$ cat src/rtl/clk_div_pkg.sv
// Shared types and constants for the runtime-programmable clock divider.
package clk_div_pkg;

  typedef enum logic [1:0] {
    IDLE = 2'd0,
    RUN  = 2'd1,
    PEND = 2'd2
  } state_e;

  localparam int WIDTH_DEFAULT = 32;
  localparam logic [WIDTH_DEFAULT-1:0] DIV_MAX = {1'b0, {(WIDTH_DEFAULT-1){1'b1}}};

endpackage

$ cat src/rtl/div_period_counter.sv
// Period counter with a runtime wrap limit, synchronous clear and count enable.
module div_period_counter #(
  parameter int WIDTH = 32
) (
  input  logic             clk_i,
  input  logic             rst_ni,
  input  logic             clr_i,
  input  logic             en_i,
  input  logic [WIDTH-1:0] limit_i,
  output logic [WIDTH-1:0] count_o,
  output logic [WIDTH-1:0] count_next_o,
  output logic             wrap_o
);

  logic [WIDTH-1:0] count_q;
  logic [WIDTH-1:0] count_d;

  assign wrap_o       = (count_q == limit_i);
  assign count_o      = count_q;
  assign count_next_o = count_d;

  always_comb begin
    count_d = count_q;
    if (clr_i) begin
      count_d = '0;
    end else if (en_i) begin
      count_d = wrap_o ? '0 : count_q + WIDTH'(1);
    end
  end

  always_ff @(posedge clk_i or negedge rst_ni) begin
    if (!rst_ni) begin
      count_q <= '0;
    end else begin
      count_q <= count_d;
    end
  end

endmodule

$ cat src/rtl/clk_div_ctrl.sv
// Clock divider controller: ratio handshake, boundary-aligned ratio updates
// and a registered divided clock derived from the period counter.
module clk_div_ctrl
  import clk_div_pkg::*;
#(
  parameter int WIDTH       = WIDTH_DEFAULT,
  parameter int DEFAULT_DIV = 2
) (
  input  logic             clock_in,
  input  logic             reset,
  input  logic             enable,
  input  logic [WIDTH-1:0] div_value,
  input  logic             div_valid,
  output logic             div_ready,
  output logic             div_err,
  output logic             period_done,
  output logic [WIDTH-1:0] n_clks,
  output logic             clock_out
);

  localparam logic [WIDTH-1:0] DIV_LIMIT = {1'b0, {(WIDTH-1){1'b1}}};

  state_e           state_q, state_d;
  logic [WIDTH-1:0] active_div_q, active_div_d;
  logic [WIDTH-1:0] pending_div_q, pending_div_d;
  logic             clock_out_q, clock_out_d;
  logic             div_err_q, div_err_d;

  logic             cnt_clr, cnt_en, cnt_wrap;
  logic [WIDTH-1:0] cnt_limit, cnt_value, cnt_next;
  logic             xfer, legal;

  // Legal ratios keep 2*div-1 inside WIDTH bits, so the limit cannot overflow.
  assign cnt_limit = (active_div_q << 1) - WIDTH'(1);
  assign legal     = (div_value != '0) && (div_value <= DIV_LIMIT);
  assign div_ready = (state_q != PEND);
  assign xfer      = div_valid && div_ready;

  div_period_counter #(
    .WIDTH(WIDTH)
  ) u_counter (
    .clk_i       (clock_in),
    .rst_ni      (reset),
    .clr_i       (cnt_clr),
    .en_i        (cnt_en),
    .limit_i     (cnt_limit),
    .count_o     (cnt_value),
    .count_next_o(cnt_next),
    .wrap_o      (cnt_wrap)
  );

  always_comb begin
    state_d       = state_q;
    active_div_d  = active_div_q;
    pending_div_d = pending_div_q;
    cnt_clr       = 1'b1;
    cnt_en        = 1'b0;
    div_err_d     = xfer && !legal;
    case (state_q)
      IDLE: begin
        if (xfer && legal) active_div_d = div_value;
        if (enable) state_d = RUN;
      end
      RUN: begin
        if (!enable) begin
          state_d = IDLE;
        end else begin
          cnt_clr = 1'b0;
          cnt_en  = 1'b1;
          // A request on the wrap cycle still waits for the following wrap.
          if (xfer && legal) begin
            pending_div_d = div_value;
            state_d       = PEND;
          end
        end
      end
      PEND: begin
        if (!enable) begin
          active_div_d = pending_div_q;
          state_d      = IDLE;
        end else begin
          cnt_clr = 1'b0;
          cnt_en  = 1'b1;
          if (cnt_wrap) begin
            active_div_d = pending_div_q;
            state_d      = RUN;
          end
        end
      end
      default: state_d = IDLE;
    endcase
    clock_out_d = (state_d != IDLE) && (cnt_next < active_div_d);
  end

  always_ff @(posedge clock_in or negedge reset) begin
    if (!reset) begin
      state_q       <= IDLE;
      active_div_q  <= WIDTH'(DEFAULT_DIV);
      pending_div_q <= '0;
      clock_out_q   <= 1'b0;
      div_err_q     <= 1'b0;
    end else begin
      state_q       <= state_d;
      active_div_q  <= active_div_d;
      pending_div_q <= pending_div_d;
      clock_out_q   <= clock_out_d;
      div_err_q     <= div_err_d;
    end
  end

  assign period_done = (state_q != IDLE) && cnt_wrap;
  assign n_clks      = cnt_value;
  assign clock_out   = clock_out_q;
  assign div_err     = div_err_q;

endmodule

$ cat config.mk
export PLATFORM = sky130hd
export DESIGN_NAME = clk_div_ctrl
export DESIGN_NICKNAME = d
export VERILOG_FILES = /design/src/rtl/clk_div_pkg.sv /design/src/rtl/div_period_counter.sv /design/src/rtl/clk_div_ctrl.sv
export SDC_FILE = /design/constraint.sdc
export NUM_CORES = 1
export LEC_CHECK = 0
export ABC_AREA = 1
export CAP_MARGIN = 20
export CORE_MARGIN = 1.5
export CORE_UTILIZATION = 35
export DETAILED_ROUTE_END_ITERATION = 6
export SYNTH_ARGS = -nofsm -noshare
export SYNTH_HDL_FRONTEND = slang
export SYNTH_SLANG_ARGS = --single-unit
$ cat constraint.sdc
create_clock -name clock_in -period 4.7 [get_ports clock_in]
set_input_delay 0.94 -clock clock_in [delete_from_list [all_inputs] [get_ports clock_in]]
set_output_delay 0.94 -clock clock_in [all_outputs]
set_load 0.05 [all_outputs]
Word level (Yosys, flattened, before mapping)
Index checks and enable logic that the tools add are counted.

RAM bits: 0. Logic and storage cells: 44. Latch bits: 0. Output and inout bits: 36. ROM bits: 0. Register bits: 100. Input port bits: 36. Memories kept: 0.

Reduce and logical (&&, ||, !) cells: 13. Equal/unequal tests: 4. Multiply operators: 0. Add/sub/neg operators: 2. $lt $le $gt $ge: 2. Mux-type cells: 17. Shift operators: 0. Divide/modulo/power cells: 0. Bitwise operators: 0.

Operators by type and width (count): 32-bit 2-to-1 mux (6); 32-bit one-hot mux with 2 select lines (1); 32-bit by 1-bit adder with 32-bit output, second input constant (1); 32-bit == test (1); 32-bit by 31-bit less-or-equal comparator with 1-bit output, second input constant (1); 32-bit < comparator (1); 32-bit nonzero test (1); 32-bit by 1-bit subtractor with 32-bit output, second input constant (1); 2-bit 2-to-1 mux (5); 1-bit logical AND (6); 2-bit one-hot mux with 3 select lines (1); 1-bit 2-to-1 mux (4); 2-bit nonzero test (2); 3-bit AND reduction (1); 2-bit by 1-bit == test with 1-bit output, second input constant (1); 2-bit == test, second input constant (1); 2-bit logical NOT (1); 2-bit inequality test, second input constant (1); 2-bit OR reduction (1); 1-bit logical NOT (1).

Depth between registers and ports, before layout
Gate-level depths: netlist (run 1).

Depth in word-level cells: 8. Depth in mapped cells: 32. Gate-level depth less buffers: 32.

By module
From an unflattened synthesis (run 1), not the netlist that was laid out.

Cell total of the unflattened synthesis: 1091. Area, all modules: 7572.3 um^2.

Modules (own cells, without submodules): clk_div_ctrl (instances 1, cells an instance 700, sequential area each 1702.9 um^2, area each 5027.3 um^2); div_period_counter (instances 1, cells an instance 391, sequential area each 800.8 um^2, area each 2544.9 um^2).

Worst setup path after synthesis (run 1)
No wires, ideal clock.

Kind: flip-flop to flip-flop. Start: reg u_counter.count_q[4], in the netlist u_counter.count_o[4]. End: reg clock_out_q, in the netlist clock_out. Slack: 1.085 ns. Stages on the path, launching flop included: 24. Buffers on the path: 0. Required time: 4.571 ns. Period minus slack after synthesis: 3.615 ns. Arrival time: 3.486 ns. Setup time: 0.129 ns. Cell sequence: dfrtp_1 -> inv_1 -> nor3_1 -> inv_1 -> nor2_1 -> inv_1 -> nor2_1 -> inv_1 -> nor3_1 -> nand4_1 -> nor2_1 -> inv_1 -> nor3_1 -> nand2_1 -> nor2_1 -> nand3_1 -> o21ai_0 -> a21oi_1 -> ha_1 -> nand2_1 -> nor2_1 -> nand4_1 -> nor4_1 -> a21oi_2.

Longest elaborated chain between the ends: 6. Elaborated cells on any way between the ends: 14. Classes of those cells: 1 x add/sub; 1 x order compare; 1 x eq/ne; 9 x mux; 2 x reduce/logical.

Ends and longest elaborated chain: from (decl) (RTL line div_period_counter.sv:15) `logic [WIDTH-1:0] count_q;`; from (signal assigned) (RTL line div_period_counter.sv:35) `count_q <= count_d;`; 32-bit by 1-bit adder with 32-bit output / 32-bit == test (equally long branches) (RTL line div_period_counter.sv:27, div_period_counter.sv:18); 32-bit 2-to-1 mux (*) (RTL line div_period_counter.sv:27) `count_d = wrap_o ? '0 : count_q + WIDTH'(1);`; 32-bit 2-to-1 mux (*) (RTL line div_period_counter.sv:26) `end else if (en_i) begin`; 32-bit 2-to-1 mux (*) (RTL line div_period_counter.sv:24) `if (clr_i) begin`; net cnt_next[30] (RTL line clk_div_ctrl.sv:30) `logic [WIDTH-1:0] cnt_limit, cnt_value, cnt_next;`; 32-bit < comparator (*) (RTL line clk_div_ctrl.sv:92) `clock_out_d = (state_d != IDLE) && (cnt_next < active_div_d);`; 1-bit logical AND (*) (RTL line clk_div_ctrl.sv:92); net clock_out_d (RTL line clk_div_ctrl.sv:26) `logic clock_out_q, clock_out_d;`; to (signal assigned) (RTL line clk_div_ctrl.sv:106) `clock_out_q <= clock_out_d;`; to (decl) (RTL line clk_div_ctrl.sv:26).

Mark *: on every way through the listed nets, which the timed path passes. The rest lies on a longest branch. A chain may end at the register's enable or synchronous reset.

Worst setup path after layout (run 1)
Start: reg active_div_q[1]. End: out period_done.

Longest elaborated chain between the ends: 3.

Ends and longest elaborated chain: from (decl) (RTL line clk_div_ctrl.sv:24) `logic [WIDTH-1:0] active_div_q, active_div_d;`; from (signal assigned) (RTL line clk_div_ctrl.sv:98) `active_div_q <= WIDTH'(DEFAULT_DIV);`; from (signal assigned) (RTL line clk_div_ctrl.sv:104) `active_div_q <= active_div_d;`; 32-bit by 1-bit subtractor with 32-bit output (RTL line clk_div_ctrl.sv:34) `assign cnt_limit = (active_div_q << 1) - WIDTH'(1);`; 32-bit == test (RTL line div_period_counter.sv:18) `assign wrap_o = (count_q == limit_i);`; 1-bit logical AND (RTL line clk_div_ctrl.sv:111) `assign period_done = (state_q != IDLE) && cnt_wrap;`; to (decl) (RTL line clk_div_ctrl.sv:16) `output logic period_done,`.

Every way passes these cells.

==> metrics.md, run 1 <==
| Metric | Value |
|---|---|
| Status | `finished clean` |
| Most common cell after layout, fill and taps aside | `nand2_1` |
| Overall power | `0.004609 W` |
| Critical path cell sequence | `inv_1 -> ha_2 -> inv_1 -> nand2_1 -> nand3_1 -> nand2_1 -> inv_1 -> nand2_1 -> nor2_1 -> nand2_1 -> nor2_1 -> nand2_1 -> nor2_1 -> nand2_1 -> nor2_2 -> nand2_2 -> nor2_1 -> clkdlybuf4s50_1` |
| Highest metal used | `met4` |
| Clk buf depth | `2` |
| Top delay family on crit path | `simple AND/OR/NAND/NOR gates` |
| Clock skew | `0.007958 ns` |
| FFs w/ async S/R, synth | `1.000` |
| Remaining DRCs | `0` |
| P&R area growth vs syn | `19.08%` |
| Clock slew at reported path FFs | `0.07 ns` |
| Die Span Y | `149.5 um` |
| CP Capture Type | `output pin` |
| Layout cells sized above 1 | `0.07606` |
| Sequential fraction of the synthesis area | `0.3335` |
| CTS tree | `done` |
| # clock sinks | `100` |
| Metal2 WL | `9861 um` |
| Vias per inst | `5.080` |
| Final Instance Area | `0.008940 sq mm` |
| RSZ-0062 raised after global routing | `no` |
| Crit path DAT | `3.37 ns` |
| Synthesized area | `0.007507 sq mm` |
| Clock latency at the later pin of the worst-skew pair | `0.36 ns` |
| Hold-fix buffers at CTS | `0` |
| Worst min path class | `reg2reg` |
| Largest net degree at the start of global routing | `51` |
| All-Layer GR Usage | `0.2155` |
| Vias | `7274` |
| Post-DP Area | `0.008618 sq mm` |
| Leakage | `4.401 nW` |
| First-pass GRT wire length | `37160 um` |
| Top-level port count | `72` |
| Number of global-route vias before repair | `7003` |
| Post-synth top flop | `dfrtp_1` |
| Slew at the pin with the worst max-slew slack | `0.6933 ns` |
| Std-Cell Rows | `53` |
| Reg2reg start | `active_div_q[1]` |
| CP dominant cell by count | `nand2_1` |
| Post-synthesis instance total | `1081` |
| Setup crit start kind | `flip-flop` |
| # placed instances | `1416` |
| Cell Count, Final, Fillers Out | `1432` |
| WL met3 | `1198 um` |
| Avg WL per Cell | `16.07 um` |
| Met1 Wirelength | `11540 um` |
| DRT antenna net count | `0` |
| Achievable Freq | `0.2321 GHz` |
| Initial core utilization | `0.3571` |
| Hold Vio Cnt, Final | `0` |
| Worst Path Buf+Inv | `4` |
| Synth unique cells | `45` |
| Die X | `149.5 um` |
| # H-tree levels | `3` |
| CTS Buf Count | `9` |
| Max-Cap Viols | `0` |
| Slowest stage delay, CP | `0.81 ns` |
| DRT iter0 DRCs | `590` |
| Router iterations before antenna repair | `5` |
| Fin crit period | `4.309 ns` |
| Beginning of the worst hold path | `pending_div_q[31]` |
| Maximum VDD drop | `0.2235 mV` |
| Root Driver | `clkbuf_16` |
| Final worst path period share | `0.9167` |
| IO Port Bufs | `71` |
| PD cells | `515.5 mW/mm^2` |
| #FFs+latches synth | `100` |
| Syn_nets | `1154` |
| Detailed Place HPWL | `18050 um` |
| CP max FO | `5` |
| Setup violators final | `0` |
| Relative slew slack | `0.5378` |
| Nets | `1225` |
| GRT overflow | `0` |
| Final wirelength | `23020 um` |
| Critical Path RT | `3.76 ns` |
| Avg Inst Size Synth | `6.945 sq um` |
| Ant diodes | `0` |
| Worst path slowest cell | `clkdlybuf4s50_1` |
| Commonest non-fill, non-tap cells in the layout | `241 x nand2_1, 178 x inv_1, 101 x nor2_1` |
| RePlAce Congestion | `0.8787` |
| YS warnings | `0` |
| Final Slew Violations | `0` |
| Antenna violations before repair | `0` |
| Core box area | `0.02102 sq mm` |
| Type of the worst setup path | `reg2out` |
| Post-route setup TNS | `0 ns` |
| Die area | `0.02234 sq mm` |
| EDFF count, synth | `0` |
| Crit path from | `active_div_q[1]` |
==> layer usage <==
layer  track usage  vias up
met2        0.3230      199
li1              -     3668
met5             0        -
met4       0.06535        0
met1        0.3211     3381
met3       0.02652       26
==> power by group <==
| part | internal, W | switching (W) |
|---|---|---|
| Combinational | 0.000833 | 0.00154 |
| Sequential | 0.00113 | 0.000294 |
| Clock | 0.000433 | 0.000375 |
==> registers in the layout (all words and copies together) (netlist names) <==
name,cells
clock_out,1
u_counter.count_o,32
state_q,2
div_err,1
active_div_q,32
pending_div_q,32
==> per-stage QoR <==
stage | util | hold slack, ns | worst slack, ns
floorplan | - | 0.4368 | 1.085
global placement | 0.4100 | 0.4557 | 0.2849
detailed placement | 0.4100 | 0.4570 | 0.1856
CTS | 0.4247 | 0.4772 | 0.2766
global route | 0.4253 | 0.5097 | 0.01083
finish | 0.4253 | 0.4767 | 0.3913
==> kinds of logic (layout without fill, tap and decap cells) <==
| logic type | after synthesis | in the layout | share of synthesized area |
|---|---|---|---|
| adders and majority gates | 37 | 37 | 0.06167 |
| buffers and inverters | 218 | 294 | 0.1097 |
| xor gates and xnor gates | 24 | 24 | 0.02800 |
| DFF | 100 | 100 | 0.3335 |
| muxes | 6 | 6 | 0.008999 |
| AOI/OAI and AO/OA | 211 | 211 | 0.1638 |
| and+or+nand+nor | 485 | 485 | 0.2943 |
==> synthesized netlist by cell type (4+ instances only) <==
cell type	instances	area, sq um
dfrtp_1	99	2477
inv_2	5	18.77
ha_1	37	462.9
clkbuf_1	31	116.4
inv_1	178	668.1
nor2_4	6	67.56
nor3b_1	6	45.04
nand2_1	241	904.6
nand3b_1	7	52.55
o21ai_0	85	425.4
o211ai_1	8	60.06
o21a_1	11	82.58
nand3_1	45	225.2
xor2_1	15	131.4
xnor2_1	9	78.83
nor3_1	19	95.09
a22oi_1	5	37.54
nor2_1	101	379.1
a21oi_1	63	315.3
nand4_1	24	150.1
o221ai_1	21	183.9
mux2_2	6	67.56
nand2_4	4	45.04
o21ai_1	6	30.03
nand2_2	8	50.05
nor2_2	7	43.79
nor4_1	7	43.79
==> worst min-delay path, stage by stage (launching register included) <==
cell and delay [ns]:
dfrtp_1 0.35, nand2_1 0.05, inv_1 0.04
==> layout make-up <==
type / count / area [sq um]
clock buffers: 10 / 239.0
clock inverters: 6 / 70.07
fillers: 2208 / 12080
inverters: 187 / 706.9
multi-input cells: 763 / 4193
flip-flops and latches: 100 / 2504
well taps: 275 / 344.1
repair buffers: 91 / 883.3
==> path summary, 6_finish.rpt <==
kind | end | slack [ns] | depth (start not counted)
min in group asynchronous | u_counter.count_o[25] | 0.62 | 1
hold / removal | pending_div_q[31] | 0.48 | 2
setup / recovery | period_done | 0.39 | 18
max in group asynchronous | active_div_q[1] | 3.17 | 2
hold reg to reg | pending_div_q[31] | 0.48 | 2
setup reg to reg | clock_out | 0.50 | 29
==> timing repair <==
item                       CTS  global route
setup endpoints to repair    0             2
resized for setup            0             5
buffers inserted             0             0
Note: power is estimated with default switching activity, not from simulation.
==> inputs of run 2 (changes only) <==
--- a/config.mk
+++ b/config.mk
@@ -5,7 +5,6 @@
 export SDC_FILE = /design/constraint.sdc
 export NUM_CORES = 1
 export LEC_CHECK = 0
-export ABC_AREA = 1
 export CAP_MARGIN = 20
 export CORE_MARGIN = 1.5
 export CORE_UTILIZATION = 35
==> run 2 against run 1 <==
The flow now finishes with violations (negative setup slack). Clock-buffer cell count up 1. Area after synthesis grew 0.83%. Non-clock buffer count is 207 higher. First-iteration DRC count increased by 33%. Global-route usage grew 2.4 points. Maximum frequency shrank 18%. Via count increased by 6.4%. Critical path type is now reg2reg. Critical endpoint is now clock_out. Largest power group unchanged.
==> metrics.md, run 2 <==
| Metric | Value |
|---|---|
| First-pass GRT wire length | `41410 um` |
| Nets | `1181` |
| Avg Inst Size Synth | `8.782 sq um` |
| Top-level port count | `72` |
| Maximum VDD drop | `0.2608 mV` |
| Std-Cell Rows | `53` |
| Critical Path RT | `4.94 ns` |
| Fin crit period | `5.249 ns` |
| IO Port Bufs | `71` |
| Die Span Y | `150.1 um` |
| CP Capture Type | `flip-flop` |
| Antenna violations before repair | `0` |
| GRT overflow | `0` |
| RSZ-0062 raised after global routing | `yes` |
| Hold-fix buffers at CTS | `0` |
| Largest net degree at the start of global routing | `52` |
| Largest family of logic cells by synthesized area | `simple AND/OR/NAND/NOR gates` |
| Synth unique cells | `68` |
| # clock sinks | `100` |
| DRT antenna net count | `0` |
| Type of the worst setup path | `reg2reg` |
| FFs w/ async S/R, synth | `1.000` |
| Violated checks | `negative setup slack` |
| Worst path slowest cell | `or4_4` |
| Final WS setup | `-0.5487 ns` |
| Setup crit start kind | `flip-flop` |
| Remaining DRCs | `0` |
| Final Util | `0.5022` |
| Post-Synth Simple-Gate Area | `0.2402` |
| Final Slew Violations | `0` |
| Crit path DAT | `5.49 ns` |
| Final Instance Area | `0.01059 sq mm` |
| EDFF count, synth | `0` |
| Commonest non-fill, non-tap cells in the layout | `223 x buf_4, 110 x nand2_1, 98 x dfrtp_1` |
| Clock latency at the later pin of the worst-skew pair | `0.36 ns` |
| Most common cell in the netlist | `nand2_1` |
| Clock skew | `0.006595 ns` |
| RePlAce Congestion | `0.9198` |
| Adder and majority gate portion of the synthesized area | `0.06116` |
| Syn_nets | `935` |
| Die X | `150.1 um` |
| Layout cells sized above 1 | `0.2965` |
| CTS tree | `done` |
| Detailed Place HPWL | `20790 um` |
| Clk buf depth | `2` |
| Synth top area share | `0.3273` |
| DRT iter0 DRCs | `784` |
| Relative slew slack | `0.5430` |
| Avg WL per Cell | `18.79 um` |
| Achievable Freq | `0.1905 GHz` |
| Ant diodes | `0` |
| Post-synthesis instance total | `862` |
| Post-synthesis xor/xnor area fraction | `0.07405` |
| Root Driver | `clkbuf_16` |
| Slew at the pin with the worst max-slew slack | `0.6847 ns` |
| Vias | `7739` |
| Final worst path period share | `1.117` |
| Synthesized area | `0.007570 sq mm` |
| Most common cell after layout, fill and taps aside | `buf_4` |
| Sequential fraction of the synthesis area | `0.3307` |
| Top cells by area, synth | `dfrtp_1 33%, ha_1 6.1%, nand2_1 5.5%` |
| Post-synthesis mux area share | `0.04760` |
| Hold Vio Cnt, Final | `0` |
| Post-synth top flop | `dfrtp_1` |
| Initial core utilization | `0.3590` |
| Number of global-route vias before repair | `7479` |
| Clock slew at reported path FFs | `0.07 ns` |
| #FFs+latches synth | `100` |
| Router iterations before antenna repair | `5` |
| Worst min path class | `reg2reg` |
| Die area | `0.02252 sq mm` |
| P&R area growth vs syn | `39.90%` |
| Status | `finished with violations` |
| Post-DP Area | `0.01015 sq mm` |
| CP dominant cell by count | `or4_4` |
| CTS Buf Count | `9` |
| Slowest stage delay, CP | `0.60 ns` |
| Setup violators final | `1` |
| PD cells | `507.8 mW/mm^2` |
| Core box area | `0.02109 sq mm` |
| YS warnings | `0` |
| Final wirelength | `26080 um` |
| Synth area leader | `dfrtp_1` |
| Leakage | `4.704 nW` |
| # H-tree levels | `3` |
| CP max FO | `8` |
| Max-Cap Viols | `0` |
| Synth Area in Compound Gates | `0.2026` |
| All-Layer GR Usage | `0.2394` |
| Top post-synthesis cells by count | `110 x nand2_1, 99 x dfrtp_1, 66 x a21oi_1` |
| Vias per inst | `5.576` |
| Critical path cell sequence | `or4_4 -> or4_4 -> a32oi_1 -> nand4_1 -> or4_4 -> or3_4 -> and2_2 -> buf_4 -> o211a_1 -> ha_1 -> nand4_1 -> nor3_4 -> or4b_4 -> o41ai_2 -> nor4_2` |
## run 2: changes by cell type in the layout (fill, tap and decap cells not counted), moves of 20 or more
cell,change
buf_4,+204
o211a_1,+30
nand3_1,-27
mux2_2,+26
nor2_1,-46
o21ai_0,-70
nand2_1,-131
xnor2_1,+21
nand4_1,+25
inv_1,-167
o221ai_1,-20
## run 2: final timing paths
kind,startpoint,endpoint,slack (ns),depth (start not counted)
max in group asynchronous,reset,active_div_q[9],3.22,2
worst max-delay path,active_div_q[10],clock_out,-0.55,15
min in group asynchronous,reset,u_counter.count_o[25],0.62,1
worst min register to register,pending_div_q[31],pending_div_q[31],0.49,1
worst min-delay path,pending_div_q[31],pending_div_q[31],0.49,1
worst max register to register,active_div_q[10],clock_out,-0.55,15
## run 2: through the flow
| step | power (W) | setup WS, ns | TNS, ns | cells | hold WS [ns] |
|---|---|---|---|---|---|
| 5_1_grt | 0.005757 | -0.6603 | -0.6603 | 1388 | 0.5282 |
| 3_5_place_dp | 0.004467 | -0.6017 | -0.6017 | 1365 | 0.4712 |
| 2_1_floorplan | 0.003147 | -0.4939 | -0.4939 | 862 | 0.4539 |
| 6_report | 0.005377 | -0.5487 | -0.5487 | 1388 | 0.4912 |
| 4_1_cts | 0.005300 | -0.5791 | -0.5791 | 1381 | 0.4899 |
| 3_3_place_gp | 0.004450 | -0.5392 | -0.5392 | 1365 | 0.4733 |
## run 2: critical path: cells and delay by family, from the launching register on
family,cells,cell delay (ns)
AO/OA/AOI/OAI,3,0.66
adder cells (fa/ha/maj),1,0.30
buffers and inverters,1,0.19
flip-flops,1,0.42
AND/OR/NAND/NOR,10,3.54
## run 2: layer usage
| layer | routed length (um) | GRT usage | vias to the layer above |
|---|---|---|---|
| met1 | 12690 | 0.3604 | 3688 |
| met5 | 0 | 0 | - |
| met4 | 446 | 0.07010 | 0 |
| met3 | 1495 | 0.02744 | 35 |
| met2 | 11440 | 0.3557 | 292 |
| li1 | - | - | 3724 |
## run 2: logic make-up (layout without fill, tap and decap cells)
| kind of cell | Yosys count | count (layout) |
|---|---|---|
| compound gates | 209 | 209 |
| simple gates | 345 | 346 |
| fa+ha+maj | 37 | 37 |
| xor+xnor | 64 | 64 |
| flops | 100 | 100 |
| buf+inv | 75 | 325 |
| mux | 32 | 32 |
## run 2: repair_timing
| action | 4_1_cts | 5_1_grt |
|---|---|---|
| setup endpoints to repair | 1 | 1 |
| setup buffers | 0 | 6 |
| gates cloned | 0 | 1 |
| resized for setup | 2 | 13 |
| pin swaps | 0 | 3 |
## run 2: cell type report
cell class,instances,area (sq um)
well taps,275,344.1
multi-input cells,688,4908
repair buffers,298,2480
clock buffers,11,252.7
inverters,11,41.29
fillers,2025,10500
clock inverters,5,58.81
flip-flops and latches,100,2505
## run 2: report_power, final
group          total (W)  internal, W  switching (W)
clock           0.000802     0.000444       0.000359
sequential       0.00133      0.00113       0.000201
combinational    0.00324      0.00155        0.00169
==> inputs of run 3 (changes only) <==
--- a/config.mk
+++ b/config.mk
@@ -11,4 +11,5 @@
 export DETAILED_ROUTE_END_ITERATION = 6
 export SYNTH_ARGS = -nofsm -noshare
 export SYNTH_HDL_FRONTEND = slang
+export SYNTH_HIERARCHICAL = 1
 export SYNTH_SLANG_ARGS = --single-unit
==> run 3 against run 2 <==
Sequential share of layout area up 4.3 points. Non-clock buffer count is 112 lower. Cell area shrank 15%. Global-route usage down 2.5 points. Highest routed layer unchanged. Critical path type unchanged. The flow still finishes with violations (negative setup slack). Largest cell class unchanged.
==> metrics.md, run 3 <==
| Metric | Value |
|---|---|
| Status | `finished with violations` |
| Violated checks | `negative setup slack` |
| Avg WL per Cell | `18.92 um` |
| Root Driver | `clkbuf_16` |
| # H-tree levels | `3` |
| Sequential fraction of the synthesis area | `0.3726` |
| Largest net degree at the start of global routing | `66` |
| Crit path DAT | `5.45 ns` |
| Relative slew slack | `0.4177` |
| Number of global-route vias before repair | `5924` |
| RSZ-0062 raised after global routing | `yes` |
| PD cells | `529.1 mW/mm^2` |
| Sw frac | `0.4076` |
| R2r setup slk | `-0.49 ns` |
| Final wirelength | `20570 um` |
| Combinational Power Share | `0.539` |
| Setup violators final | `2` |
| Clk buf depth | `2` |
| #FFs+latches synth | `100` |
| Synth top area share | `0.3686` |
| Hold-fix buffers at CTS | `0` |
| Clock share of power | `0.171` |
| Vias | `5936` |
| Router iterations before antenna repair | `4` |
| Post-synthesis instance total | `690` |
| Fin crit period | `5.189 ns` |
| Commonest non-fill, non-tap cells in the layout | `107 x buf_4, 99 x dfrtp_1, 88 x nor2_1` |
| Syn_nets | `763` |
| Vias per inst | `5.461` |
| Synth area leader | `dfrtp_1` |
| Final Instance Area | `0.008969 sq mm` |
| Synthesized area | `0.006720 sq mm` |
| Critical Path RT | `4.96 ns` |
| Antenna violations before repair | `0` |
| Remaining DRCs | `0` |
| Top cells by area, synth | `dfrtp_1 37%, xor2_1 9.6%, ha_1 6.9%` |
| CTS Buf Count | `9` |
| Register area | `0.002504 sq mm` |
| Cell Count, Final, Fillers Out | `1087` |
| Nets | `921` |
| Top post-synthesis cells by count | `99 x dfrtp_1, 90 x nor2_1, 74 x xor2_1` |
| Most common cell in the netlist | `dfrtp_1` |
| Achievable Freq | `0.1927 GHz` |
| # placed instances | `1070` |
| P_int | `0.002811 W` |
| Clock skew | `0.01018 ns` |
| Synth unique cells | `54` |
| GRT overflow | `0` |
| EDFF count, synth | `0` |
| Ant diodes | `0` |
| Most common cell after layout, fill and taps aside | `buf_4` |
| Clock latency at the later pin of the worst-skew pair | `0.35 ns` |
| # clock sinks | `100` |
| Die X | `141.6 um` |
| Maximum VDD drop | `0.2098 mV` |
| Final Slew Violations | `0` |
| Hold Vio Cnt, Final | `0` |
| Post-synth top flop | `dfrtp_1` |
| Std-Cell Rows | `50` |
| Final WS setup | `-0.4891 ns` |
| Initial core utilization | `0.3581` |
| First-pass GRT wire length | `32850 um` |
| FFs w/ async S/R, synth | `1.000` |
| Die area | `0.02004 sq mm` |
| YS warnings | `6` |
| Detailed Place HPWL | `16390 um` |
| Power share of the sequential group | `0.290` |
| Post-DP Area | `0.008561 sq mm` |
| All-Layer GR Usage | `0.2143` |
| CP max FO | `12` |
| P&R area growth vs syn | `33.46%` |
| DRT iter0 DRCs | `459` |
| Layout cells sized above 1 | `0.2321` |
| CP Capture Type | `flip-flop` |
| Core box area | `0.01877 sq mm` |
| Die Span Y | `141.6 um` |
| CTS tree | `done` |
| Top-level port count | `72` |
| Slew at the pin with the worst max-slew slack | `0.8734 ns` |
| DRT antenna net count | `0` |
| # fillers | `1774` |
| Avg Inst Size Synth | `9.739 sq um` |
| RePlAce Congestion | `0.9055` |
| Final worst path period share | `1.104` |
| Switching power | `0.001934 W` |
| Leakage | `4.206 nW` |
| Type of the worst setup path | `reg2reg` |
| Worst min path class | `reg2reg` |
| IO Port Bufs | `71` |
| Multi-input logic area | `0.004126 sq mm` |
| Setup crit start kind | `flip-flop` |
| Max-Cap Viols | `0` |
| Clock slew at reported path FFs | `0.07 ns` |
| Final Hold Slack | `0.4964 ns` |
-- run 3: cell types whose count changed in the layout (fill, tap and decap cells not counted), sizes merged, moves of 33 or more --
cell and delta:
o211ai -33, xor2 +40, nand2 -72, a21oi -48, buf -112, nor2 +35
-- run 3: repair_timing --
action,4_1_cts,5_1_grt
pin swaps,10,7
setup endpoints to repair,2,2
hold endpoints to repair,0,0
buffers inserted,1,0
resized for setup,9,11
-- run 3: power by group through the flow --
stage	sequential, W	combinational [W]	clock [W]
2_1_floorplan	0.00137	0.00149	0
3_3_place_gp	0.00138	0.00242	0
3_5_place_dp	0.00138	0.00245	0
4_1_cts	0.00137	0.00249	0.000827
5_1_grt	0.00141	0.00280	0.000860
6_report	0.00138	0.00256	0.000812
-- run 3: metal layers --
metal	share of wire	track usage	wire length, um
met3	0.055	0.03780	1127
met5	0	0	0
met1	0.48	0.3037	9852
met4	0.026	0.06999	525
met2	0.44	0.3309	9063
-- run 3: metrics by stage --
stage / utilization / setup WS (ns) / power [W] / setup TNS (ns)
3_3_place_gp: 0.4561 / -0.7281 / 0.003800 / -0.8626
2_1_floorplan: - / -0.6688 / 0.002862 / -0.6688
5_1_grt: 0.4779 / -0.8218 / 0.005064 / -1.339
6_report: 0.4779 / -0.4891 / 0.004746 / -0.7566
4_1_cts: 0.4751 / -0.5395 / 0.004689 / -0.8795
3_5_place_dp: 0.4561 / -0.8308 / 0.003834 / -0.9526
-- run 3: path summary, 6_finish.rpt --
path,start,endpoint,cells after the start
setup / recovery,active_div_q[13],clock_out,21
hold / removal,pending_div_q[31],pending_div_q[31],1
setup reg to reg,active_div_q[13],clock_out,21
hold reg to reg,pending_div_q[31],pending_div_q[31],1
max in group asynchronous,reset,pending_div_q[11],2
min in group asynchronous,reset,u_counter/count_o[26],1
-- run 3: worst max-delay path: stages, from the launching register on --
cell,delay (ns)
dfrtp_1,0.39
or4_4,0.54
or4_4,0.46
nor4_4,0.24
nand2_1,0.12
nor4_1,0.24
xor2_1,0.24
xor2_1,0.16
nor4_2,0.23
nand4_1,0.19
buf_4,0.17
buf_4,0.13
o31ai_4,0.29
buf_4,0.27
nor2_1,0.12
ha_1,0.31
a21oi_1,0.14
nor2_1,0.06
a211o_1,0.26
a31oi_1,0.17
o2111ai_1,0.14
a221oi_1,0.22
-- run 3: cell families after synthesis --
group | share of synthesized area
xor+xnor | 0.1173
compound gates | 0.1303
other cells | 0.0005580
mux | 0.09663
buf+inv | 0.03575
flops | 0.3726
simple gates | 0.1780
fa+ha+maj | 0.06889
-- run 3: area by class of cell --
type | instances | share of cell area
clock inverters | 2 | 0.006696
flip-flops and latches | 100 | 0.2792
well taps | 234 | 0.03265
multi-input cells | 534 | 0.4601
clock buffers | 14 | 0.02832
inverters | 17 | 0.007115
repair buffers | 186 | 0.1860
